## config.mk

```make
export PLATFORM = sky130hd
export DESIGN_NAME = fetch_controller
export DESIGN_NICKNAME = d
export VERILOG_FILES = /design/src/rtl/fetch_controller_pkg.sv /design/src/rtl/fetch_stall_counter.sv /design/src/rtl/fetch_controller.sv
export SDC_FILE = /design/constraint.sdc
export NUM_CORES = 1
export LEC_CHECK = 0
export CAP_MARGIN = 40
export CORE_UTILIZATION = 39
export CTS_BUF_LIST = sky130_fd_sc_hd__clkbuf_16
export DETAILED_ROUTE_END_ITERATION = 12
export GPL_TIMING_DRIVEN = 0
export HOLD_SLACK_MARGIN = 0.03
export PLACE_DENSITY_LB_ADDON = 0.05
export SLEW_MARGIN = 20
export SYNTH_ARGS = -nofsm -noshare
export SYNTH_HDL_FRONTEND = slang
export SYNTH_HIERARCHICAL = 1
export SYNTH_SLANG_ARGS = --single-unit
export TNS_END_PERCENT = 1
```

## constraint.sdc

```tcl
create_clock -name clk -period 5.1 [get_ports clk]
set_clock_uncertainty 0.2 [all_clocks]
set_input_delay 1.02 -clock clk [delete_from_list [all_inputs] [get_ports clk]]
set_output_delay 1.02 -clock clk [all_outputs]
set_load 0.01 [all_outputs]
```

## src/rtl/fetch_controller_pkg.sv

```systemverilog
// fetch_controller_pkg: shared widths and FSM encodings for the fetch front-end sequencer.
package fetch_controller_pkg;
  localparam int WORD_WIDTH = 32;
  typedef enum logic [1:0] {
    FS_RESET_HOLD    = 2'd0,
    FS_FETCH         = 2'd1,
    FS_REDIRECT_WAIT = 2'd2
  } fetch_state_t;
endpackage

```

## src/rtl/fetch_stall_counter.sv

```systemverilog
// fetch_stall_counter: saturating up-counter with enable, used for freeze-cycle statistics.
module fetch_stall_counter #(
  parameter int CNT_WIDTH = 16
) (
  input  logic                 clk,
  input  logic                 rst,
  input  logic                 en,
  output logic [CNT_WIDTH-1:0] count
);
  always_ff @(posedge clk or posedge rst)
    if (rst) count <= '0;
    else if (en && ~&count) count <= count + 1'b1;
endmodule

```

## src/rtl/fetch_controller.sv

```systemverilog
// fetch_controller: IF-stage sequencer for handshaked imem; FETCH_STALL_CNT_EN adds the stall counter.
module fetch_controller
  import fetch_controller_pkg::*;
#(
  parameter int CNT_WIDTH = 16
) (
  input  logic                  clk,
  input  logic                  rst,
  input  logic                  hazard_detected,
  input  logic                  branch_taken_in,
  input  logic [WORD_WIDTH-1:0] branch_address_in,
  input  logic                  imem_ack,
  output logic                  imem_req,
  output logic                  freeze,
  output logic                  branch_taken,
  output logic [WORD_WIDTH-1:0] branch_address,
  output logic                  flush,
  output logic                  if_valid,
  output logic [CNT_WIDTH-1:0]  stall_count
);
  fetch_state_t state, state_nx;
  logic [WORD_WIDTH-1:0] pend_addr;
  logic pend_we;
  always_ff @(posedge clk or posedge rst)
    if (rst) begin
      state     <= FS_RESET_HOLD;
      pend_addr <= '0;
    end else begin
      state <= state_nx;
      if (pend_we) pend_addr <= branch_address_in;
    end
  always_comb begin
    state_nx       = FS_RESET_HOLD;
    imem_req       = 1'b0;
    freeze         = 1'b1;
    branch_taken   = 1'b0;
    branch_address = '0;
    flush          = 1'b0;
    if_valid       = 1'b0;
    pend_we        = 1'b0;
    case (state)
      FS_RESET_HOLD: state_nx = FS_FETCH;
      FS_FETCH: begin
        imem_req = 1'b1;
        state_nx = FS_FETCH;
        if (branch_taken_in) begin
          flush = 1'b1;
          if (imem_ack) begin
            branch_taken   = 1'b1;
            branch_address = branch_address_in;
            freeze         = 1'b0;
          end else begin
            pend_we  = 1'b1;
            state_nx = FS_REDIRECT_WAIT;
          end
        end else if (!hazard_detected) begin
          freeze   = ~imem_ack;
          if_valid = imem_ack;
        end
      end
      FS_REDIRECT_WAIT: begin
        // the word in flight is wrong-path: drop it and redirect when it lands
        imem_req = 1'b1;
        pend_we  = branch_taken_in;
        flush    = branch_taken_in;
        state_nx = imem_ack ? FS_FETCH : FS_REDIRECT_WAIT;
        if (imem_ack) begin
          branch_taken   = 1'b1;
          branch_address = branch_taken_in ? branch_address_in : pend_addr;
          freeze         = 1'b0;
        end
      end
      default: state_nx = FS_RESET_HOLD;
    endcase
  end
`ifdef FETCH_STALL_CNT_EN
  fetch_stall_counter #(.CNT_WIDTH(CNT_WIDTH)) u_stall_cnt (
    .clk  (clk),
    .rst  (rst),
    .en   (freeze && state != FS_RESET_HOLD),
    .count(stall_count)
  );
`else
  assign stall_count = '0;
`endif
endmodule

```

==> results of run 1 <==
[power breakdown]
group	internal [mW]	switching, mW	leakage [nW]
clock network	0.176	0.105	0.0724
logic	0.366	0.244	0.930
registers	0.407	0.0755	0.408
[how the worst max path moves through the flow]
stage / end / slack [ns]
after detailed placement: branch_address[4] / 0.83
after global routing: branch_address[4] / 0.67
after CTS: branch_address[17] / 0.82
final: branch_address[4] / 0.82
after floorplan: branch_address[0] / 2.14
after global placement: branch_address[4] / 0.83
[per-stage QoR]
step | hold WS [ns] | util
floorplan | 0.280 | -
global placement | 0.290 | 0.576
detailed placement | 0.294 | 0.576
CTS | 0.309 | 0.603
global route | 0.325 | 0.603
finish | 0.306 | 0.603
[worst max-delay path: stages]
cell	delay [ns]
clkdlybuf4s50_1	0.62
and2_1	0.17
clkbuf_1	0.19
buf_2	0.27
a22oi_1	0.10
nor2_1	0.13
clkdlybuf4s50_1	0.55
[kinds of logic after synthesis]
logic type / share of synthesized area
other: 0.00180
DFF: 0.408
and+or+nand+nor: 0.0960
AOI/OAI and AO/OA: 0.131
adders and majority gates: 0.0240
muxes: 0.227
buffers and inverters: 0.112
[flip-flops by register name, indices dropped and copies added (netlist names)]
register / cells
pend_addr: 32
state: 2
[final cells by class]
cell class / count / area (µm²)
fillers: 477 / 2040
repair buffers: 73 / 731
clock inverters: 3 / 12.5
well taps: 70 / 87.6
flip-flops and latches: 34 / 851
clock buffers: 5 / 125
plain buffers: 30 / 223
multi-input cells: 134 / 1060
inverters: 3 / 11.3
[layer usage]
| metal | part of all wire | wire (µm) | up-vias |
|---|---|---|---|
| li1 | - | - | 810 |
| met1 | 0.46 | 2230 | 794 |
| met2 | 0.48 | 2340 | 53 |
| met3 | 0.047 | 229 | 7 |
| met4 | 0.013 | 65 | 0 |
| met5 | 0 | 0 | - |
[placed cells by master (no fill, tap or decap), drive strengths merged, types with 4 or more instances in the layout]
cell type,Yosys,layout
nor2,34,34
buf,25,25
a22oi,32,32
ha,4,4
clkbuf,5,10
inv,3,4
conb,1,16
nor3,4,4
clkdlybuf4s50,0,73
dfrtp,34,34
mux2,32,32
==> metrics, run 1 <==
Design Area, Final=0.00310 mm²; placed inst area=0.00296 mm²; Final setup viols=0; DR iter-0 viols=155; Clock H-tree levels=2; fin crit share=0.839; grt peak-use layer=met2; Critical path origin=imem_ack; top cells by count, synth=dfrtp_1 (34), nor2_1 (34), a22oi_1 (32); GRT Total Usage=0.185; ANT nets after route=0; # placed instances=344; Hold EP=pend_addr[22]; Peak VDD IR=0.000211 V; CTS buffer count=5; met3 Use GR=0.0321; CTS tree=yes; dpl hpwl=3.35 mm; max frequency=234 MHz; drt total wl=4.87 mm; area of the mapped netlist=0.00209 mm²; clk slew on worst S/H paths=0.05 ns; WP data required=3.88 ns; critical path endpoint category=output port; Worst EP arrival=3.06 ns; flops & latches, synth=34; Slew Viols, Final=0; CP Class=input pin to output port; total number of vias=1664; reg2reg path depth=6; Syn Area/Cell=11.2 µm²; clk_lat worst skew=0.27 ns; Port Buf Inserts=73; Reg2Reg Capture Point=pend_addr[18]; clock sink count=34; worst-path fanout max=10; HP Start=pend_addr[22]; largest buffer count on any clock path=2; min Tclk post-route=4.28 ns; setup TNS=0 ns; Most used DFF post-synth=dfrtp_1; EDFF count, synth=0; GPL Wtd Cong=0.772; synth unique cells=23; # diodes=0; DRC errors left=0; Worst R2R Start=state[0]; Synth area leader=dfrtp_1; Post-CTS Setup Bufs=0; Synth top area share=0.408; pre-CTS setup slack=0.834 ns; share of layout cells above drive strength 1=0.238; Startpoint Class=input pin; Detailed Routing Iterations Pass 1=6; total power=1.37 mW; RSZ-0062 raised after global routing=false; Max-slew headroom=0.511; initial antenna violation count=0; CTS Hold Bufs=0; worst-margin pin slew=0.733 ns; first-pass GRT wire length=7.75 mm; core area=0.00514 mm²; Root Buffer=clkbuf_16; Die H=75.1 µm; met1 Use GR=0.237; Die Wd=75.1 µm; met2 Use GR=0.308; pwr/cell area=443 mW/mm²; Total Nets Final=322; Rows=26; Syn. warnings=6; largest net degree at the start of global routing=35; post-route setup slack=0.820 ns; P_leak=1.41 nW; register-to-register setup slack=3.08 ns; max-cap viol count=0; status=completed; initial core utilization=0.406; gr ovfl total=0; Layout Cells excl Fill=352; number of global-route vias before repair=1662; ys async rst share=1.00; final hold vios=0; drt via density=4.73; Post-Syn Instances=186; Post-CTS Resized=0; Hold Path Class=register to register; Hold Path Cell Cnt=1; Area growth, synth to finish=48.5%; Die Footprint=0.00564 mm²; drt wl/cell=13.8 µm; num ports=90; synth top area cells=dfrtp_1 (41%), mux2_4 (22%), a22oi_1 (12%), nor2_1 (6.1%), buf_4 (5.8%); sequential-to-total area share from yosys stat=0.408
(Power assumes the default switching activity.)
==> run 2, diff against run 1 <==
==> constraint.sdc (replaced) <==
create_clock -name clk -period 4.45 [get_ports clk]
set_clock_uncertainty 0.2 [all_clocks]
set_input_delay 0.89 -clock clk [delete_from_list [all_inputs] [get_ports clk]]
set_output_delay 0.89 -clock clk [all_outputs]
set_load 0.01 [all_outputs]
==> results of run 2 <==
The final DEF is identical to that of run 1. Status: completed.
Main changes from that run: setup slack after placement 0.834 ns -> 0.444 ns; setup slack after layout 0.820 ns -> 0.430 ns; register-to-register setup slack 3.08 ns -> 2.43 ns; total power 1.37 mW -> 1.57 mW; worst IR drop on VDD 0.000211 V -> 0.000242 V
